File: config.mk
export PLATFORM = sky130hd
export DESIGN_NAME = fft_stage_sequencer_flat
export DESIGN_NICKNAME = d
export VERILOG_FILES = /design/src/rtl/fft_pkg.sv /design/src/rtl/fft_stage_sequencer_if.sv /design/src/rtl/fft_delay_line.sv /design/src/rtl/fft_stage_sequencer.sv /design/src/flat_wrapper.sv
export SDC_FILE = /design/constraint.sdc
export NUM_CORES = 1
export LEC_CHECK = 0
export BUFFER_PORTS_ARGS = -buffer_cell sky130_fd_sc_hd__buf_2
export CAP_MARGIN = 40
export CORE_AREA = 2 2 44 46
export DETAILED_ROUTE_END_ITERATION = 10
export DIE_AREA = 0 0 46 48
export PLACE_DENSITY_LB_ADDON = 0.1
export RECOVER_POWER = 50
export SYNTH_ARGS = -nofsm -noshare
export SYNTH_HDL_FRONTEND = slang
export SYNTH_HIERARCHICAL = 1
export SYNTH_SLANG_ARGS = --single-unit
File: constraint.sdc
create_clock -name clk -period 2.6 [get_ports clk]
set_clock_uncertainty 0.05 [all_clocks]
set_input_delay 0.13 -clock clk [delete_from_list [all_inputs] [get_ports clk]]
set_output_delay 0.13 -clock clk [all_outputs]
set_load 0.03 [all_outputs]
File: src/rtl/fft_pkg.sv
// Shared definitions for the FFT stage sequencer: default sizing, the
// FSM state encoding and the stage number codes.
package fft_pkg;

  localparam int NUMSTAGES_DEF = 5;  // log2 of the FFT point count
  localparam int WR_LAT_DEF    = 2;  // butterfly read-to-write latency

  typedef enum logic [1:0] {
    IDLE  = 2'd0,
    RUN   = 2'd1,
    DRAIN = 2'd2,
    DONE  = 2'd3
  } seq_state_e;

  localparam logic [2:0] STAGE0 = 3'd0;
  localparam logic [2:0] STAGE1 = 3'd1;
  localparam logic [2:0] STAGE2 = 3'd2;
  localparam logic [2:0] STAGE3 = 3'd3;
  localparam logic [2:0] STAGE4 = 3'd4;

endpackage

File: src/rtl/fft_stage_sequencer_if.sv
// Control/status bundle between a transform requester (master) and the
// stage sequencer (slave). The stall line exists only when
// FFT_SEQ_STALL_EN is defined.
interface fft_stage_sequencer_if #(
  parameter int NUMSTAGES = fft_pkg::NUMSTAGES_DEF
);
  localparam int CW = NUMSTAGES - 2;

  logic          start;
`ifdef FFT_SEQ_STALL_EN
  logic          stall;
`endif
  logic [CW-1:0] counter;
  logic [2:0]    stage_num;
  logic          rd_en;
  logic [CW-1:0] wr_counter;
  logic          wr_en;
  logic          busy;
  logic          done;

`ifdef FFT_SEQ_STALL_EN
  modport master (output start, output stall,
                  input counter, input stage_num, input rd_en,
                  input wr_counter, input wr_en, input busy, input done);
  modport slave  (input start, input stall,
                  output counter, output stage_num, output rd_en,
                  output wr_counter, output wr_en, output busy, output done);
`else
  modport master (output start,
                  input counter, input stage_num, input rd_en,
                  input wr_counter, input wr_en, input busy, input done);
  modport slave  (input start,
                  output counter, output stage_num, output rd_en,
                  output wr_counter, output wr_en, output busy, output done);
`endif

endinterface

File: src/rtl/fft_delay_line.sv
// Fixed-depth shift register with synchronous clear. Used to derive the
// write-side strobe/index from the read side; shifts every cycle.
module fft_delay_line #(
  parameter int WIDTH = 4,
  parameter int DEPTH = 2
) (
  input  logic             clk,
  input  logic             rst,
  input  logic [WIDTH-1:0] d_i,
  output logic [WIDTH-1:0] q_o
);

  logic [DEPTH-1:0][WIDTH-1:0] sr_q, sr_d;

  // next shift state: new sample enters slot 0, others move up one
  always_comb begin
    sr_d[0] = d_i;
    for (int i = 1; i < DEPTH; i++) sr_d[i] = sr_q[i-1];
  end

  // shift register; clearing it drops any in-flight writes on reset
  always_ff @(posedge clk) begin
    if (rst) sr_q <= '0;
    else     sr_q <= sr_d;
  end

  assign q_o = sr_q[DEPTH-1];

endmodule

File: src/rtl/fft_stage_sequencer.sv
// FFT stage sequencer: walks NUMSTAGES stages of 2^(NUMSTAGES-2) butterfly
// reads each, inserting a WR_LAT-cycle drain between stages so the last
// write of a stage lands before the next stage reads.
// Optional feature macro: FFT_SEQ_STALL_EN adds a stall input that
// freezes the read side while in RUN.
module fft_stage_sequencer
  import fft_pkg::*;
#(
  parameter int NUMSTAGES = NUMSTAGES_DEF,
  parameter int WR_LAT    = WR_LAT_DEF
) (
  input  logic                  clk,
  input  logic                  rst,
  fft_stage_sequencer_if.slave  bus
);

  localparam int          CW         = NUMSTAGES - 2;
  localparam logic [CW-1:0] CNT_MAX  = '1;
  localparam logic [2:0]  LAST_STAGE = 3'(NUMSTAGES - 1);
  localparam logic [2:0]  DRAIN_LAST = 3'(WR_LAT - 1);

  seq_state_e    state_q;
  logic [CW-1:0] counter_q;
  logic [2:0]    stage_q;
  logic [2:0]    drain_q;
  logic          rd_en_q;
  logic          busy_q;
  logic          done_q;
  logic          stall_w;

`ifdef FFT_SEQ_STALL_EN
  assign stall_w = bus.stall;
`else
  assign stall_w = 1'b0;
`endif

  // sequencer FSM; all outputs registered alongside the state
  always_ff @(posedge clk) begin
    if (rst) begin
      state_q   <= IDLE;
      counter_q <= '0;
      stage_q   <= STAGE0;
      drain_q   <= '0;
      rd_en_q   <= 1'b0;
      busy_q    <= 1'b0;
      done_q    <= 1'b0;
    end else begin
      done_q <= 1'b0;
      case (state_q)
        IDLE: begin
          if (bus.start) begin
            state_q   <= RUN;
            busy_q    <= 1'b1;
            rd_en_q   <= 1'b1;
            counter_q <= '0;
            stage_q   <= STAGE0;
          end
        end
        RUN: begin
          if (stall_w) begin
            // hold the index; the read already issued is not repeated
            rd_en_q <= 1'b0;
          end else if (counter_q == CNT_MAX) begin
            state_q   <= DRAIN;
            counter_q <= '0;
            rd_en_q   <= 1'b0;
            drain_q   <= '0;
          end else begin
            counter_q <= counter_q + CW'(1);
            rd_en_q   <= 1'b1;
          end
        end
        DRAIN: begin
          if (drain_q == DRAIN_LAST) begin
            if (stage_q < LAST_STAGE) begin
              stage_q <= stage_q + 3'd1;
              state_q <= RUN;
              rd_en_q <= 1'b1;
            end else begin
              state_q <= DONE;
              done_q  <= 1'b1;
            end
          end else begin
            drain_q <= drain_q + 3'd1;
          end
        end
        DONE: begin
          state_q <= IDLE;
          busy_q  <= 1'b0;
          stage_q <= STAGE0;
        end
        default: state_q <= IDLE;
      endcase
    end
  end

  logic [CW:0] wr_q;

  fft_delay_line #(
    .WIDTH (CW + 1),
    .DEPTH (WR_LAT)
  ) u_wr_dly (
    .clk (clk),
    .rst (rst),
    .d_i ({rd_en_q, counter_q}),
    .q_o (wr_q)
  );

  assign bus.counter    = counter_q;
  assign bus.stage_num  = stage_q;
  assign bus.rd_en      = rd_en_q;
  assign bus.busy       = busy_q;
  assign bus.done       = done_q;
  assign bus.wr_en      = wr_q[CW];
  assign bus.wr_counter = wr_q[CW-1:0];

endmodule

File: src/flat_wrapper.sv
// flat-port wrapper written by rule: the top's interface ports become plain ports
module fft_stage_sequencer_flat import fft_pkg::*;
#(
  parameter int NUMSTAGES = NUMSTAGES_DEF,
  parameter int WR_LAT    = WR_LAT_DEF
)
  (clk, rst, bus_start, bus_counter, bus_stage_num, bus_rd_en, bus_wr_counter, bus_wr_en, bus_busy, bus_done);
  fft_stage_sequencer_if #(.NUMSTAGES(NUMSTAGES)) bus_i ();
  input  logic clk;
  input  logic rst;
  input wire logic [$bits(bus_i.start)-1:0] bus_start;
  output wire logic [$bits(bus_i.counter)-1:0] bus_counter;
  output wire logic [$bits(bus_i.stage_num)-1:0] bus_stage_num;
  output wire logic [$bits(bus_i.rd_en)-1:0] bus_rd_en;
  output wire logic [$bits(bus_i.wr_counter)-1:0] bus_wr_counter;
  output wire logic [$bits(bus_i.wr_en)-1:0] bus_wr_en;
  output wire logic [$bits(bus_i.busy)-1:0] bus_busy;
  output wire logic [$bits(bus_i.done)-1:0] bus_done;
  assign bus_i.start = bus_start;
  assign bus_counter = bus_i.counter;
  assign bus_stage_num = bus_i.stage_num;
  assign bus_rd_en = bus_i.rd_en;
  assign bus_wr_counter = bus_i.wr_counter;
  assign bus_wr_en = bus_i.wr_en;
  assign bus_busy = bus_i.busy;
  assign bus_done = bus_i.done;
  fft_stage_sequencer #(.NUMSTAGES(NUMSTAGES), .WR_LAT(WR_LAT)) u_core (.clk(clk), .rst(rst), .bus(bus_i));
endmodule
-- Word-level counts from Yosys, hierarchy flattened
Index checks and enable logic that the tools add are counted.
- bits in latches: 0
- input port bits: 3
- register bits: 22
- memory bits (writable): 0
- memories kept: 0
- ROM bits: 0
- output and inout bits: 13
- divide/modulo/power cells: 0
- $mul: 0
- mux-type cells: 21
- shift operators: 0
- add/subtract/negate cells: 3
- reduce and logical (&&, ||, !) cells: 13
- bitwise logic cells: 2
- magnitude comparators: 1
- eq/ne operators: 10
- operator list (kind ; number):
    $mux W3 ; 6
    $pmux W3 S2 ; 2
    $add A3 B1 Y3 const B ; 3
    $pmux W3 S3 ; 1
    $mux W2 ; 4
    $pmux W2 S4 ; 1
    $reduce_and A4 Y1 ; 2
    $ne A2 B1 Y1 const B ; 3
    $reduce_and A3 Y1 ; 2
    $reduce_bool A2 Y1 ; 3
    $reduce_bool A3 Y1 ; 2
    $mux W1 ; 5
    $eq A2 B2 Y1 const B ; 2
    $ne A2 B2 Y1 const B ; 2
    $reduce_and A2 Y1 ; 2
    $eq A3 B1 Y1 const B ; 1
    $eq A3 B3 Y1 const B ; 1
    $lt A3 B3 Y1 const B ; 1
    $pmux W1 S3 ; 1
    $reduce_or A3 Y1 ; 1
    $eq A2 B1 Y1 const B ; 1
    $logic_not A2 Y1 ; 1
    $not A1 Y1 ; 2
    $pmux W1 S2 ; 1

-- Longest topological paths before layout
- word-level depth: 4
- gate-level depth with buffers: 5
- depth with buffers taken out: 5

-- Hierarchy
The synthesis kept the hierarchy.
- by module, submodules not included (module ; instances ; sequential area each (um^2) ; cells each ; area each (um^2)):
    fft_stage_sequencer ; 1 ; 280.3 ; 75 ; 695.7
    fft_delay_line ; 1 ; 160.2 ; 16 ; 210.2

-- Worst setup path before layout
No wires, ideal clock.
- path kind: flip-flop to flip-flop
- start point: register u_core.counter_q[0] (netlist: u_core/bus.counter[0])
- end point: register u_core.drain_q[1]
- setup time: 87 ps
- path slack: 992 ps
- cell stages (with the launch flop): 6
- arrival: 1471 ps
- path buffers: 0
- clock period less this slack: 1608 ps
- path through: dfxtp_1 -> ha_1 -> ha_1 -> nand3b_1 -> a2111o_1 -> o31ai_1
- word-level cells in the longest chain between the ends: 3
- ends and longest elaborated chain (item ; line ; source):
    from (decl) ; fft_stage_sequencer.sv:23 ; logic [CW-1:0] counter_q;
    from (signal assigned) ; fft_stage_sequencer.sv:69 ; counter_q <= counter_q + CW'(1);
    $eq A3 B3 Y1 ; fft_stage_sequencer.sv:63 ; end else if (counter_q == CNT_MAX) begin
    $ne A2 B1 Y1 (no line) ; n/a ;
    $reduce_and A3 Y1 (no line) ; n/a ;
    to (signal assigned) ; fft_stage_sequencer.sv:84 ; drain_q <= drain_q + 3'd1;
    to (decl) ; fft_stage_sequencer.sv:25 ; logic [2:0] drain_q;
Every way passes these cells.
A chain may end at the register's enable or synchronous reset.

-- Worst setup path after layout
- start point: register u_core.state_q[1]
- end point: register u_core.stage_q[1] (netlist: u_core/bus.stage_num[1])
- word-level cells in the longest chain between the ends: 3
- ends and longest elaborated chain (item ; line ; source):
    from (decl) ; fft_stage_sequencer.sv:22 ; seq_state_e state_q;
    from (signal assigned) ; fft_stage_sequencer.sv:40 ; state_q <= IDLE;
    from (signal assigned) ; fft_stage_sequencer.sv:52 ; state_q <= RUN;
    from (signal assigned) ; fft_stage_sequencer.sv:64 ; state_q <= DRAIN;
    $eq A2 B2 Y1 / $logic_not A2 Y1 (equally long branches) ; fft_stage_sequencer.sv:49 ; case (state_q)
    $ne A2 B1 Y1 (no line), or another cell as far along ; n/a ;
    $reduce_and A4 Y1 (no line) ; n/a ;
    to (signal assigned) ; fft_stage_sequencer.sv:76 ; stage_q <= stage_q + 3'd1;
    to (decl) ; fft_stage_sequencer.sv:24 ; logic [2:0] stage_q;
Parallel ways exist; a longest one is shown, timed or not.

==> results by group <==
Outcome
  • Status: finished clean

Clocking
  • Clk Tree Root Cell: clkbuf_4
  • H-Tree Depth: 1
  • Clk sinks: 22
  • Worst-Skew Late Latency: around 0.3 ns
  • CTS tree: done
  • Setup Fix Bufs, Post-CTS: 0
  • Num CTS Buffers: 3
  • Post_cts resized: 0
  • Clk slew on worst S/H paths: 0.12 ns
  • Clk buf depth: 2
  • Hold_buf cts: 0

Finish
  • Commonest non-fill, non-tap cells in the layout: dfxtp_1 (22), nor2b_1 (10), clkbuf_1 (9)
  • Commonest non-fill, non-tap cell in the layout: dfxtp_1
  • Area Growth Syn to Fin: 13.0%
  • Diode count: 0
  • Final net count: between 100 and 150
  • Share of layout cells above drive strength 1: between 10% and 20%
  • Fin area: between 1000 and 1500 um2

STA
  • RSZ-0062 raised after global routing: false
  • Final min period: 1.56 ns
  • Slew HR: about two thirds
  • Final Setup Violations: 0
  • Pins Over Slew Limit: 0
  • Worst Max-Slew Pin Slew: 0.476 ns
  • TNS Setup: 0 ns
  • Final period util: approximately three fifths
  • Count of final hold-check violations: 0
  • Max Clock Freq: around 640 MHz

Critical path
  • Worst R2R Path Depth: 3
  • Setup crit start kind: flop
  • Crit path largest cell delay: 0.64 ns
  • CP Capture Type: flop
  • Slowest CP cell: dfxtp_1
  • Reg-to-reg critical path endpoint: u_core/bus.stage_num[1]$_SDFFE_PP0P_
  • Worst r2r src: u_core/state_q[1]$_SDFFE_PP0P_
  • R2R setup slack: roughly 1.0 ns
  • Worst path arrival time: roughly 1.8 ns
  • Req. time, crit path: around 2.8 ns
  • CP Cell Sequence: nand2b_2 -> or4_4 -> o22ai_2
  • CP Buf/Inv Count: 0
  • CP top delay family: simple AND/OR/NAND/NOR gates
  • Max Fanout on Critical Path: 15
  • Crit Path Class: flop to flop

Flow run
  • Maxcap violations: 0

Yosys
  • Post-synthesis async set-or-reset flop share: 0%
  • Yosys warning count: 6
  • Synth top area share: 48.6%
  • Post-Synthesis Net Count: between 90 and 100
  • Cells after Synth: ~90
  • EDFF count, synth: 0
  • Seq/Total Area, Yosys: 48.6%
  • Synth area leaders: dfxtp_1 (49%), ha_1 (6.9%), nor2b_1 (6.9%), a21oi_1 (2.8%), a22oi_1 (2.5%)
  • Synth cell types: 35
  • Flops & latches, synth: 22
  • Syn_area_per_cell: ~10 um2
  • Area leader, netlist: dfxtp_1
  • Synth Cell Area: 906 um2
  • Ys flop type: dfxtp_1

Floorplanning
  • Row cnt: 15
  • Die Y: about 48 um
  • IO Count: 16
  • Starting Density: approximately 54%
  • Die Area: around 2200 um2
  • Core box area: between 1500 and 2000 um2
  • Die width: about 46 um

Pwr
  • Internal Power: 515 uW
  • Pwr/cell area: 636 nW/um2
  • Combinational share of power: 6.1%
  • Tot Pwr: roughly 650 uW
  • Leak: approximately 0.4 nW
  • Sequential power share: 54.4%
  • Sw Ratio: between 20% and 30%
  • P_sw: around 140 uW
  • Worst vdd ir: 298 uV
  • Clock network fraction of total power: roughly 40%

Place
  • Gpl congestion: a little under 0.8
  • Detail Placement HPWL: just over 1 mm
  • IO buf count: 15
  • Cell Area, Placed: roughly 980 um2

Hold path
  • Hold crit path type: input pin to flop
  • Hold Path Sink: u_core/bus.counter[2]$_SDFFE_PP0P_
  • Hold Crit Depth: 2
  • HP Start: rst

Global route
  • Antenna violations before repair: 0
  • First-pass GRT wire length: 2.43 mm
  • Total congestion overflow: 0
  • Largest net degree at the start of global routing: 23
  • Gr usage total: around 16%
  • Number of global-route vias before repair: 560

Drt
  • WL per Instance: around 12 um
  • Via density per instance: about 5.6
  • TritonRoute pass-1 iters: 4
  • Total Wirelength: around 1.5 mm
  • # DRC: 0
  • Initial DRC Count: 21
  • DRT antenna net count: 0
  • Total number of vias: approximately 700
## cell families after synthesis
kind of cell | after synthesis | share of synthesized area [%]
compound gates | 24 | 18.6
fa+ha+maj | 5 | 6.91
buf+inv | 6 | 3.45
flops | 22 | 48.6
simple gates | 34 | 22.4
## layout make-up
cell class	count	area (um2)
tap	17	21.3
inverter	3	11.3
fill	147	666
multi-input combinational	63	434
clock buffer	3	22.5
timing repair buffer	15	63.8
sequential	22	440
clock inverter	1	30.0
## how the worst max path moves through the flow
stage / cells after the start / slack, ns / start / to
after floorplan: 5 / 0.99 / u_core/bus.counter[0]$_SDFFE_PP0P_ / u_core/drain_q[1]$_SDFFE_PP0P_
after global placement: 3 / 1.07 / u_core/state_q[1]$_SDFFE_PP0P_ / u_core/bus.stage_num[1]$_SDFFE_PP0P_
after detailed placement: 3 / 1.08 / u_core/state_q[1]$_SDFFE_PP0P_ / u_core/bus.stage_num[1]$_SDFFE_PP0P_
after CTS: 3 / 1.06 / u_core/state_q[1]$_SDFFE_PP0P_ / u_core/bus.stage_num[1]$_SDFFE_PP0P_
after global routing: 5 / 0.94 / u_core/bus.counter[0]$_SDFFE_PP0P_ / u_core/drain_q[0]$_SDFFE_PP0P_
final: 3 / 1.04 / u_core/state_q[1]$_SDFFE_PP0P_ / u_core/bus.stage_num[1]$_SDFFE_PP0P_
## registers in the layout (all words and copies together), names as in the netlist
register              count
u_core/bus.rd_en          1
u_core/state_q            2
u_core/u_wr_dly/q_o       4
u_core/bus.stage_num      3
u_core/drain_q            3
u_core/bus.done           1
u_core/bus.counter        3
u_core/u_wr_dly/sr_d      4
u_core/bus.busy           1
## per-stage QoR
step                      instances  setup slack [ns]  hold slack, ns  util, %
after detailed placement        120              1.08           0.375     58.1
after global placement          120              1.07           0.369     58.1
after floorplan                  91             0.992           0.152        -
after CTS                       124              1.06           0.144     61.3
after global routing            124             0.939           0.155     60.6
final                           124              1.04           0.158     60.6
## cells in the mapped netlist (all sizes together) (2+ instances only)
cell type,number
nand2,6
o21bai,3
inv,3
dfxtp,22
nor2b,10
nor3,3
nor2,5
or4,2
o21ai,3
a22oi,3
ha,5
o22ai,2
a21oi,5
nand2b,4
buf,2
## power by group through the flow
stage | Combinational, mW | Clock (mW) | Sequential, mW
finish | 0.0398 | 0.257 | 0.354
floorplan | 0.0202 | 0 | 0.369
CTS | 0.0413 | 0.266 | 0.354
global route | 0.0442 | 0.284 | 0.356
detailed placement | 0.0411 | 0 | 0.361
global placement | 0.0412 | 0 | 0.361
## layer usage
layer	up-vias	share of wire (%)	global-route usage (%)
met1	311	50	22.2
met5	-	0	0
met3	2	7.0	3.77
met4	0	0.75	9.71
li1	361	-	-
met2	23	42	20.6
Power figures use the tool's default switching activity.
